--- src/rtl/serial_subtractor_pkg.sv ---
// rtl/serial_subtractor_pkg.sv - shared FSM state encodings for the serial arithmetic blocks
package serial_subtractor_pkg;

  // Two-state sequencer shared by the serial adder/subtractor/multiplier family
  typedef enum logic {
    ST_IDLE  = 1'b0,
    ST_SHIFT = 1'b1
  } state_t;

endpackage

--- src/rtl/serial_subtractor_fs.sv ---
// rtl/serial_subtractor_fs.sv - one-bit full subtractor cell, mirror of the full-adder cell
module serial_subtractor_fs (
  input  logic a,
  input  logic b,
  input  logic bin,
  output logic d,
  output logic bout
);

  // Difference bit and borrow-out for a - b - bin
  assign d    = a ^ b ^ bin;
  assign bout = (~a & b) | (~(a ^ b) & bin);

endmodule

--- src/rtl/serial_subtractor.sv ---
// rtl/serial_subtractor.sv - bit-serial unsigned subtractor, LSB first, one bit per clock
module serial_subtractor
  import serial_subtractor_pkg::*;
#(
  parameter int WIDTH = 4,
  parameter int CNT_W = $clog2(WIDTH + 1)
) (
  input  logic             clk,
  input  logic             rst,
  input  logic             start,
  input  logic [WIDTH-1:0] a,
  input  logic [WIDTH-1:0] b,
  output logic             busy,
  output logic             done,
  output logic [WIDTH-1:0] diff,
  output logic             borrow
);

  localparam logic [CNT_W-1:0] LAST_BIT = CNT_W'(WIDTH - 1);

  state_t           state;
  logic [WIDTH-1:0] a_sh;
  logic [WIDTH-1:0] b_sh;
  logic [WIDTH-1:0] d_sh;
  logic [WIDTH-1:0] d_next;
  logic             bor;
  logic [CNT_W-1:0] cnt;
  logic             d;
  logic             bo;

  // Single shared cell; operands always presented from the LSB of the shifters
  serial_subtractor_fs u_fs (
    .a    (a_sh[0]),
    .b    (b_sh[0]),
    .bin  (bor),
    .d    (d),
    .bout (bo)
  );

  // Result shifter view with the current bit inserted at the MSB; a one-bit
  // datapath has nothing to shift down, so it degenerates to the bit itself
  generate
    if (WIDTH == 1) begin : g_narrow
      assign d_next = d;
    end else begin : g_wide
      assign d_next = {d, d_sh[WIDTH-1:1]};
    end
  endgenerate

  assign busy = (state == ST_SHIFT);

  // Sequencer: capture operands on start, shift WIDTH bits, then publish result
  always_ff @(posedge clk) begin
    if (rst) begin
      state  <= ST_IDLE;
      done   <= 1'b0;
      diff   <= '0;
      borrow <= 1'b0;
      a_sh   <= '0;
      b_sh   <= '0;
      d_sh   <= '0;
      bor    <= 1'b0;
      cnt    <= '0;
    end else begin
      case (state)
        ST_IDLE: begin
          done <= 1'b0;
          if (start) begin
            a_sh  <= a;
            b_sh  <= b;
            bor   <= 1'b0;
            cnt   <= '0;
            state <= ST_SHIFT;
          end
        end
        ST_SHIFT: begin
          d_sh <= d_next;
          a_sh <= a_sh >> 1;
          b_sh <= b_sh >> 1;
          bor  <= bo;
          cnt  <= cnt + 1'b1;
          if (cnt == LAST_BIT) begin
            diff   <= d_next;
            borrow <= bo;
            done   <= 1'b1;
            state  <= ST_IDLE;
          end
        end
        default: begin
          state <= ST_IDLE;
          done  <= 1'b0;
        end
      endcase
    end
  end

endmodule

--- config.mk ---
export PLATFORM = sky130hd
export DESIGN_NAME = serial_subtractor
export DESIGN_NICKNAME = d
export VERILOG_FILES = /design/src/rtl/serial_subtractor_pkg.sv /design/src/rtl/serial_subtractor_fs.sv /design/src/rtl/serial_subtractor.sv
export SDC_FILE = /design/constraint.sdc
export NUM_CORES = 1
export LEC_CHECK = 0
export BUFFER_PORTS_ARGS = -buffer_cell sky130_fd_sc_hd__buf_4
export CORE_MARGIN = 2
export CORE_UTILIZATION = 50
export CTS_CLUSTER_SIZE = 28
export DETAILED_ROUTE_END_ITERATION = 10
export PLACE_DENSITY = 0.72
export RECOVER_POWER = 50
export SLEW_MARGIN = 20
export SYNTH_ARGS = -nofsm -noshare
export SYNTH_HDL_FRONTEND = slang
export SYNTH_SLANG_ARGS = --single-unit
--- constraint.sdc ---
create_clock -name clk -period 2 [get_ports clk]
set_input_delay 0.1 -clock clk [delete_from_list [all_inputs] [get_ports clk]]
set_output_delay 0.1 -clock clk [all_outputs]
set_load 0.005 [all_outputs]
-- Word-level counts from Yosys, hierarchy flattened
Cells that the tools add are included.
- reduce and logical (&&, ||, !) cells: 1
- muxes and demuxes: 13
- eq/ne operators: 3
- bitwise logic cells: 8
- add/subtract/negate cells: 1
- operators by type and width (operator ; count):
    $pmux 4 s2 ; 2
    $mux 4 ; 2
    $pmux 1 s2 ; 3
    $pmux 3 s2 ; 1
    $mux 1 ; 4
    $add 3x1->3 const B ; 1
    $eq 3x2->1 const B ; 1
    $mux 3 ; 1
    $not 1->1 ; 3
    $and 1x1->1 ; 2
    $ne 2x1->1 const B ; 1
    $ne 2x2->1 const B ; 1
    $reduce_and 2->1 ; 1
    $xor 1x1->1 ; 2
    $or 1x1->1 ; 1
- word-level logic and storage cells: 35
- output and inout bits: 7
- flip-flop bits (word level): 23
- input bits: 11

-- Depth between registers and ports, before layout
Gate-level depths: netlist of the first run.
- depth after elaboration: 5
- gate-level depth with buffers: 5
- depth with buffers taken out: 4

-- Hierarchy
A second synthesis of the first run with hierarchy kept.
- cells, all modules: 97
- area total of the unflattened synthesis: 968.4 um^2
- modules (own cells, without submodules) (module ; cells each ; seq. area each (um^2) ; area each (um^2) ; times used):
    serial_subtractor ; 93 ; 440.4 ; 937.1 ; 1
    serial_subtractor_fs ; 4 ; 0.0 ; 31.3 ; 1

-- Worst setup path after synthesis of the first run
No wires, ideal clock.
- path type: reg2reg
- from: reg cnt[0]
- to: reg diff[0]
- required time: 1.929 ns
- clock period less this slack: 1.216 ns
- stages on the path, launching flop included: 6
- setup slack: 0.784 ns
- arrival time: 1.146 ns
- library setup time: 0.071 ns
- cells stage by stage: dfxtp_1 -> ha_1 -> ha_1 -> buf_2 -> a21bo_2 -> a21oi_1
- cells in the longest elaborated chain, start to end: 2
- RTL lines (element ; line ; source):
    start: declaration ; serial_subtractor.sv:27 ; logic [CNT_W-1:0] cnt;
    start signal: assignment ; serial_subtractor.sv:81 ; cnt <= cnt + 1'b1;
    $eq 3x2->1 ; serial_subtractor.sv:82 ; if (cnt == LAST_BIT) begin
    $reduce_and 2->1 (no source line) ; -- ;
    end signal: assignment ; serial_subtractor.sv:83 ; diff <= d_next;
    end: declaration ; serial_subtractor.sv:15 ; output logic [WIDTH-1:0] diff,
Every way passes these cells.
A chain may end at the register's enable or synchronous reset.

==> results of run 1 <==
-- cell type report --
class                      instances  share of cell area (%)
tap                               25                    2.84
inverter                           4                    1.36
sequential                        22                    40.0
timing repair buffer              18                    12.3
clock buffer                       3                    2.05
multi-input combinational         62                    41.5
-- per-stage QoR --
step | worst slack [ns] | total power [mW] | instances
after global placement | 0.709 | 0.581 | 131
after floorplan | 0.784 | 0.554 | 95
after global routing | 0.546 | 0.801 | 134
after CTS | 0.628 | 0.773 | 134
final | 0.664 | 0.763 | 134
after detailed placement | 0.639 | 0.584 | 131
-- placed cells by master (no fill, tap or decap) --
master    Yosys  routed
a311oi_1      1       1
nor3_1        3       3
a21bo_2       4       4
nor2_1        4       4
nor2b_1       6       6
buf_4         1      12
inv_1         3       4
mux2i_1      11      11
a21oi_1      10      10
nand2_1       1       1
a211oi_1      6       6
dfxtp_1      22      22
fa_1          1       1
or3b_1        4       4
nand3_1       4       4
ha_1          2       2
clkbuf_4      0       9
nand2b_1      5       5
-- worst paths after layout --
kind	from	endpoint	slack, ns	depth (start not counted)
max	busy$_SDFF_PP0_	d_sh[2]$_SDFFE_PP0P_	0.66	3
min	a[3]	a_sh[3]$_SDFFE_PP0P_	0.1	3
max reg2reg	busy$_SDFF_PP0_	d_sh[2]$_SDFFE_PP0P_	0.66	3
min reg2reg	d_sh[1]$_SDFFE_PP0P_	diff[0]$_SDFFE_PP0P_	0.50	2
-- routing by layer --
| layer | up-vias | GRT usage (%) | part of all wire (%) |
|---|---|---|---|
| li1 | 360 | - | - |
| met1 | 317 | 22.1 | 50 |
| met2 | 11 | 25.6 | 45 |
| met3 | 2 | 3.40 | 4.0 |
| met4 | 0 | 6.49 | 0.71 |
| met5 | - | 0 | 0 |
-- power groups by stage --
| stage | registers, mW | logic (mW) | clock network (mW) |
|---|---|---|---|
| 2_1_floorplan | 0.479 | 0.0753 | 0 |
| 3_3_place_gp | 0.487 | 0.0940 | 0 |
| 3_5_place_dp | 0.488 | 0.0958 | 0 |
| 4_1_cts | 0.478 | 0.0964 | 0.198 |
| 5_1_grt | 0.481 | 0.105 | 0.215 |
| 6_report | 0.477 | 0.0956 | 0.190 |
-- critical path: stages (launching register included) --
cell,delay (ns)
dfxtp_1,0.67
buf_4,0.30
mux2i_1,0.22
nor2_1,0.05
-- state kept, by name, summed over array words and instances, names as in the netlist, 3 cells and up --
signal,flops
cnt,3
b_sh,4
d_sh,3
a_sh,4
diff,4
-- cells by family (layout without fill, tap and decap cells) --
logic type	after synthesis	after routing	share of synthesized area [%]
compound gates	21	21	15.0
mux	11	11	11.5
flops	22	22	45.9
fa+ha+maj	3	3	4.69
buf+inv	11	25	6.52
simple gates	27	27	16.4
==> results_dict.tcl, run 1 <==
set metrics [dict create \
    status "finished clean" \
    yosysWarningCount 0 \
    relSlewSlack_pct 64.9 \
    grt_pass1_vias 595 \
    yosysMostFrequentCell "dfxtp_1" \
    crit_type "reg -> reg" \
    fin_area_sq_mm 0.00110 \
    ys_seq_area_share_pct 45.9 \
    core-area_sq_mm 0.00176 \
    cts_resized 0 \
    rows 15 \
    clkPwrFrac_pct 24.9 \
    initial_core_util_pct 54.4 \
    powerDensity_mw_per_mm2 693 \
    hold_class "in -> reg" \
    drive_above_1_share_pct 22.9 \
    cts_hold_buf 0 \
    antenna_found_initial 0 \
    p_int_mw 0.579 \
    firstDrtPassIters 3 \
    ys_types 21 \
    final.setup.tns_ns 0 \
    clock_latency_ns 0.29 \
    async_flop_share_pct 0 \
    hpwl_um 1180 \
    post_drt_wl_per_cell_um 12.5 \
    fmax_mhz 749 \
    max_cap_violations 0 \
    synth_top_area_share_pct 45.9 \
    hold_ws_ns 0.0968 \
    slew_violations 0 \
    fp.dieH_um 47.8 \
    syn_to_final_growth_pct 14.7 \
    hold_viol 0 \
    drt-total-wl_um 1680 \
    antenna_cells 0 \
    p_comb_share_pct 12.5 \
    synth_edf_count 0 \
    die_area_sq_mm 0.00229 \
    drcViolationCount 0 \
    port_buffers 17 \
    synth_top_area_cell "dfxtp_1" \
    dpl-instance-area_sq_mm 0.00108 \
    post-route-min-period_ns 1.34 \
    tightest_slew_ns 0.526 \
    endpoint_kind "register" \
    drt-vias-per-instance 5.15 \
    fin_util_pct 62.4 \
    worst_ep_required_time_ns 2.20 \
    h-tree-depth 1 \
    grt_max_degree 23 \
    fill_cells 177 \
    synth.net_count 109 \
    dr_total_vias 690 \
    grt_overflow 0 \
    layout.nets 125 \
    period_share_pct 66.8 \
    cts_setup_buffers 0 \
    finClkSkew_ns 0.00773 \
    ys_ff_latch 22 \
    synth.top_cells.by_count "22 x dfxtp_1, 11 x mux2i_1, 10 x a21oi_1" \
    start_kind "register" \
    cp.arrival_ns 1.53 \
    crit_path_max_fanout 19 \
    chipWidth_um 47.8 \
    cts_root_buffer "clkbuf_4" \
    clk_path_buf_depth 2 \
    syn_inst 95 \
    multiInputGateArea_sq_um 457 \
    vdd_ir_drop_max_uv 551 \
    drtAntennaViolNets 0 \
    numCtsBuffers 3 \
    syn_area_sq_um 960 \
    seqCellArea_sq_um 440 \
    synth.top_cells.by_area "dfxtp_1 46%, mux2i_1 11%, a21oi_1 5.2%" \
    power.switching_mw 0.184 \
    setup_viol 0 \
    rsz0062_at_grt "false" \
    swShare_pct 24.1 \
    power.leakage_nw 0.445 \
    synth_area_per_cell_sq_um 10.1 \
    synth_ff_type "dfxtp_1" \
    drt_iter0_drc 7 \
    cts_tree "yes" \
    place.gp.congestion 0.647 \
    pwr-share-seq_pct 62.6 \
    cts.sinks 22 \
    grt_usage_pct 16.4 \
    cts.clk_slew.worst_paths_ns 0.11 \
    grt_pass1_wl_um 2610 \
    num_io_pins 18 \
]
Power figures use the tool's default switching activity.
==> run 2: changes to the inputs <==
==> constraint.sdc (replaced) <==
create_clock -name clk -period 1.3 [get_ports clk]
set_input_delay 0.065 -clock clk [delete_from_list [all_inputs] [get_ports clk]]
set_output_delay 0.065 -clock clk [all_outputs]
set_load 0.005 [all_outputs]
==> results_dict.tcl, run 2 (same netlist as run 1, synthesis figures left out) <==
set metrics [dict create \
    initial_core_util_pct 54.4 \
    drt_iter0_drc 6 \
    die_area_sq_mm 0.00229 \
    r2r_slack_ns 0.08 \
    drt-total-wl_um 1640 \
    num_io_pins 18 \
    grt_max_degree 23 \
    post_drt_wl_per_cell_um 11.9 \
    worst_ep_required_time_ns 1.54 \
    critPathMaxStageDelay_ns 0.57 \
    p_comb_share_pct 13.2 \
    dp_slack_ns 0.0422 \
    power.leakage_nw 0.462 \
    clkPwrFrac_pct 29.4 \
    drive_above_1_share_pct 26.5 \
    drt-vias-per-instance 5.04 \
    max_cap_violations 0 \
    hold_ws_ns 0.0403 \
    cts.clk_slew.worst_paths_ns 0.12 \
    relSlewSlack_pct 84.7 \
    p_int_mw 0.961 \
    firstDrtPassIters 3 \
    hold_class "in -> reg" \
    grt_overflow 0 \
    setup_viol 0 \
    port_buffers 17 \
    chipWidth_um 47.8 \
    cts.sinks 22 \
    pwr-share-seq_pct 57.4 \
    fin_ws_ns 0.0752 \
    cts_root_buffer "clkbuf_4" \
    layout.nets 128 \
    clock_latency_ns 0.30 \
    post-route-min-period_ns 1.22 \
    crit_type "reg -> reg" \
    worstHoldStart "b[3]" \
    antenna_cells 0 \
    drcViolationCount 0 \
    tightest_slew_ns 0.230 \
    rr_startpoint "b_sh[0]$_SDFFE_PP0P_" \
    cp.arrival_ns 1.47 \
    hold_path_depth 3 \
    whs_endpoint "b_sh[3]$_SDFFE_PP0P_" \
    cp_cell_sequence "inv_1 -> fa_1 -> nand3_1 -> a21oi_1" \
    r2r_end "diff[3]$_SDFFE_PP0P_" \
    start_kind "register" \
    rows 15 \
    fin_util_pct 64.4 \
    final.setup.tns_ns 0 \
    clk_path_buf_depth 2 \
    finClkSkew_ns 0.00125 \
    cts_setup_buffers 0 \
    grt_pass1_wl_um 2790 \
    fin_area_sq_mm 0.00114 \
    drtAntennaViolNets 0 \
    syn_to_final_growth_pct 18.4 \
    core-area_sq_mm 0.00176 \
    slew_violations 0 \
    slowest_stage "fa_1" \
    period_share_pct 94.2 \
    grt_usage_pct 17.7 \
    dr_total_vias 695 \
    final_cells 138 \
    cts_hold_buf 0 \
    vdd_ir_drop_max_uv 777 \
    power.switching_mw 0.300 \
    dpl-instance-area_sq_mm 0.00110 \
    fp.dieH_um 47.8 \
    final_cell_mix "22 x dfxtp_1, 14 x buf_4, 11 x mux2i_1" \
    final_common_cell "dfxtp_1" \
    crit_path_max_fanout 2 \
    swShare_pct 23.8 \
    status "finished clean" \
    power_mw 1.26 \
    dp.cells 134 \
    hold_viol 0 \
    rsz0062_at_grt "false" \
    fmax_mhz 816 \
    endpoint_kind "register" \
    numCtsBuffers 3 \
    antenna_found_initial 0 \
    grt_pass1_vias 618 \
    hpwl_um 1220 \
    reg2regPathDepth 4 \
    h-tree-depth 1 \
    cts_tree "yes" \
    place.gp.congestion 0.691 \
    powerDensity_mw_per_mm2 1110 \
    reg.largest.list "a_sh (4), b_sh (4), diff (4)" \
]
==> run 2: repair_timing <==
item / 4_1_cts / 5_1_grt
hold endpoints to repair: 0 / 0
endpoints found under the setup margin: 0 / 6
resized for setup: 0 / 1
==> run 2: worst max path at each step <==
stage | startpoint | to | cells past startpoint | slack, ns
6_report | b_sh[0]$_SDFFE_PP0P_ | diff[3]$_SDFFE_PP0P_ | 4 | 0.08
2_1_floorplan | cnt[0]$_SDFFE_PP0P_ | diff[0]$_SDFFE_PP0P_ | 5 | 0.08
3_3_place_gp | cnt[0]$_SDFFE_PP0P_ | diff[0]$_SDFFE_PP0P_ | 4 | 0.08
3_5_place_dp | cnt[0]$_SDFFE_PP0P_ | diff[3]$_SDFFE_PP0P_ | 4 | 0.04
4_1_cts | cnt[0]$_SDFFE_PP0P_ | diff[3]$_SDFFE_PP0P_ | 4 | 0.02
5_1_grt | b_sh[0]$_SDFFE_PP0P_ | diff[3]$_SDFFE_PP0P_ | 4 | 0.004
==> run 2: routing by layer <==
| metal | wire [um] | global-route usage [%] | up-vias |
|---|---|---|---|
| met5 | 0 | 0 | - |
| met3 | 55 | 3.40 | 5 |
| li1 | - | - | 366 |
| met4 | 25 | 6.49 | 0 |
| met1 | 809 | 23.5 | 312 |
| met2 | 750 | 28.5 | 12 |
==> run 2: layout make-up <==
type,count,area (sq um)
fill,164,628
multi-input combinational,62,459
sequential,22,440
timing repair buffer,21,154
clock buffer,4,36.3
tap,25,31.3
inverter,4,15.0
==> run 2: critical path: cells and delay by family, from the launching register on <==
kind / cells / cell delay (ns)
AO/OA/AOI/OAI: 1 / 0.12
flip-flops: 1 / 0.34
AND/OR/NAND/NOR: 1 / 0.08
adder cells (fa/ha/maj): 1 / 0.57
buffers and inverters: 1 / 0.05
==> run 2: power groups by stage <==
stage | combinational [mW] | sequential [mW] | clock (mW)
global placement | 0.168 | 0.738 | 0
global route | 0.187 | 0.729 | 0.406
floorplan | 0.116 | 0.737 | 0
CTS | 0.170 | 0.724 | 0.381
detailed placement | 0.169 | 0.739 | 0
finish | 0.167 | 0.724 | 0.371
==> run 3: changes to the inputs <==
--- a/config.mk
+++ b/config.mk
@@ -10,6 +10,8 @@
 export CORE_UTILIZATION = 50
 export CTS_CLUSTER_SIZE = 28
 export DETAILED_ROUTE_END_ITERATION = 10
+export GPL_ROUTABILITY_DRIVEN = 0
+export MAX_ROUTING_LAYER = met4
 export PLACE_DENSITY = 0.72
 export RECOVER_POWER = 50
 export SLEW_MARGIN = 20
==> results_dict.tcl, run 3 (same netlist as run 1, synthesis figures left out) <==
set metrics [dict create \
    final_common_cell "dfxtp_1" \
    relSlewSlack_pct 84.4 \
    cts_hold_buf 0 \
    grt_overflow 0 \
    post_drt_wl_per_cell_um 12.0 \
    cts.sinks 22 \
    crit_path_max_fanout 2 \
    syn_to_final_growth_pct 18.4 \
    dr_total_vias 701 \
    worst_ep_required_time_ns 1.55 \
    drt-total-wl_um 1650 \
    hold_ws_ns 0.0395 \
    hpwl_um 1220 \
    cts_root_buffer "clkbuf_4" \
    crit_type "reg -> reg" \
    grt_max_degree 23 \
    final_cell_mix "22 x dfxtp_1, 14 x buf_4, 11 x mux2i_1" \
    cp_cell_sequence "inv_1 -> fa_1 -> nand3_1 -> a21oi_1" \
    hold_class "in -> reg" \
    power_mw 1.26 \
    grt_pass1_wl_um 2790 \
    slew_violations 0 \
    final.setup.tns_ns 0 \
    clk_path_buf_depth 2 \
    rows 15 \
    layout.nets 128 \
    numCtsBuffers 3 \
    port_buffers 17 \
    drive_above_1_share_pct 26.5 \
    setup_viol 0 \
    max_cap_violations 0 \
    num_io_pins 18 \
    core-area_sq_mm 0.00176 \
    initial_core_util_pct 54.4 \
    firstDrtPassIters 4 \
    period_share_pct 94.2 \
    crit_buf_inv 1 \
    drt_iter0_drc 6 \
    chipWidth_um 47.8 \
    powerDensity_mw_per_mm2 1110 \
    drtAntennaViolNets 0 \
    post-route-min-period_ns 1.23 \
    critPathMaxStageDelay_ns 0.57 \
    fmax_mhz 816 \
    drcViolationCount 0 \
    die_area_sq_mm 0.00229 \
    cts.clk_slew.worst_paths_ns 0.12 \
    h-tree-depth 1 \
    antenna_cells 0 \
    status "finished clean" \
    rsz0062_at_grt "false" \
    drt-vias-per-instance 5.08 \
    grt_pass1_vias 619 \
    fp.dieH_um 47.8 \
    tightest_slew_ns 0.233 \
    critPathTopFamily "adder cells" \
    fin_util_pct 64.4 \
    vdd_ir_drop_max_uv 780 \
    hold_viol 0 \
    reg.largest.list "a_sh (4), b_sh (4), diff (4)" \
    finClkSkew_ns 0.000770 \
    antenna_found_initial 0 \
    cts_tree "yes" \
    clock_latency_ns 0.30 \
    grt_usage_pct 18.3 \
    endpoint_kind "register" \
    power.leakage_nw 0.462 \
    start_kind "register" \
    cp.arrival_ns 1.47 \
    slowest_stage "fa_1" \
]
-- run 3: worst min-delay path, stage by stage --
cell and delay [ns]:
buf_4 0.07, mux2i_1 0.05, nor3_1 0.11
-- run 3: layer usage --
metal / track usage (%) / wire length [um] / vias up
met5: - / 0 / -
met4: 6.49 / 21 / 0
met3: 3.40 / 58 / 2
met2: 28.5 / 745 / 13
met1: 23.5 / 826 / 319
li1: - / - / 367
-- run 3: metrics by stage --
stage	worst slack (ns)	cells	area (sq um)
6_report	0.0748	138	1140
3_5_place_dp	0.0422	134	1100
5_1_grt	0.00353	138	1140
3_3_place_gp	0.0814	134	1100
4_1_cts	0.0166	138	1140
2_1_floorplan	0.0838	95	960
-- run 3: layout make-up --
type                    instances  area, sq um
repair buffers                 21          154
fillers                       164          628
multi-input cells              62          459
inverters                       4         15.0
well taps                      25         31.3
clock buffers                   4         36.3
flip-flops and latches         22          440
-- run 3: path summary, 6_finish.rpt --
check / endpoint / start / cells past startpoint / slack [ns]
setup / recovery: diff[3]$_SDFFE_PP0P_ / b_sh[0]$_SDFFE_PP0P_ / 4 / 0.07
setup reg to reg: diff[3]$_SDFFE_PP0P_ / b_sh[0]$_SDFFE_PP0P_ / 4 / 0.07
hold / removal: b_sh[3]$_SDFFE_PP0P_ / b[3] / 3 / 0.04
hold reg to reg: diff[0]$_SDFFE_PP0P_ / d_sh[1]$_SDFFE_PP0P_ / 2 / 0.51
-- run 3: where the power goes --
part	internal [mW]	switching [mW]	leakage [nW]
Sequential	0.706	0.0173	0.180
Combinational	0.0841	0.0828	0.262
Clock	0.171	0.201	0.0210
Total	0.961	0.301	0.462
-- run 3: repair_timing --
action	CTS	global route
buffers inserted	0	0
setup endpoints to repair	0	6
gates resized for setup	0	1
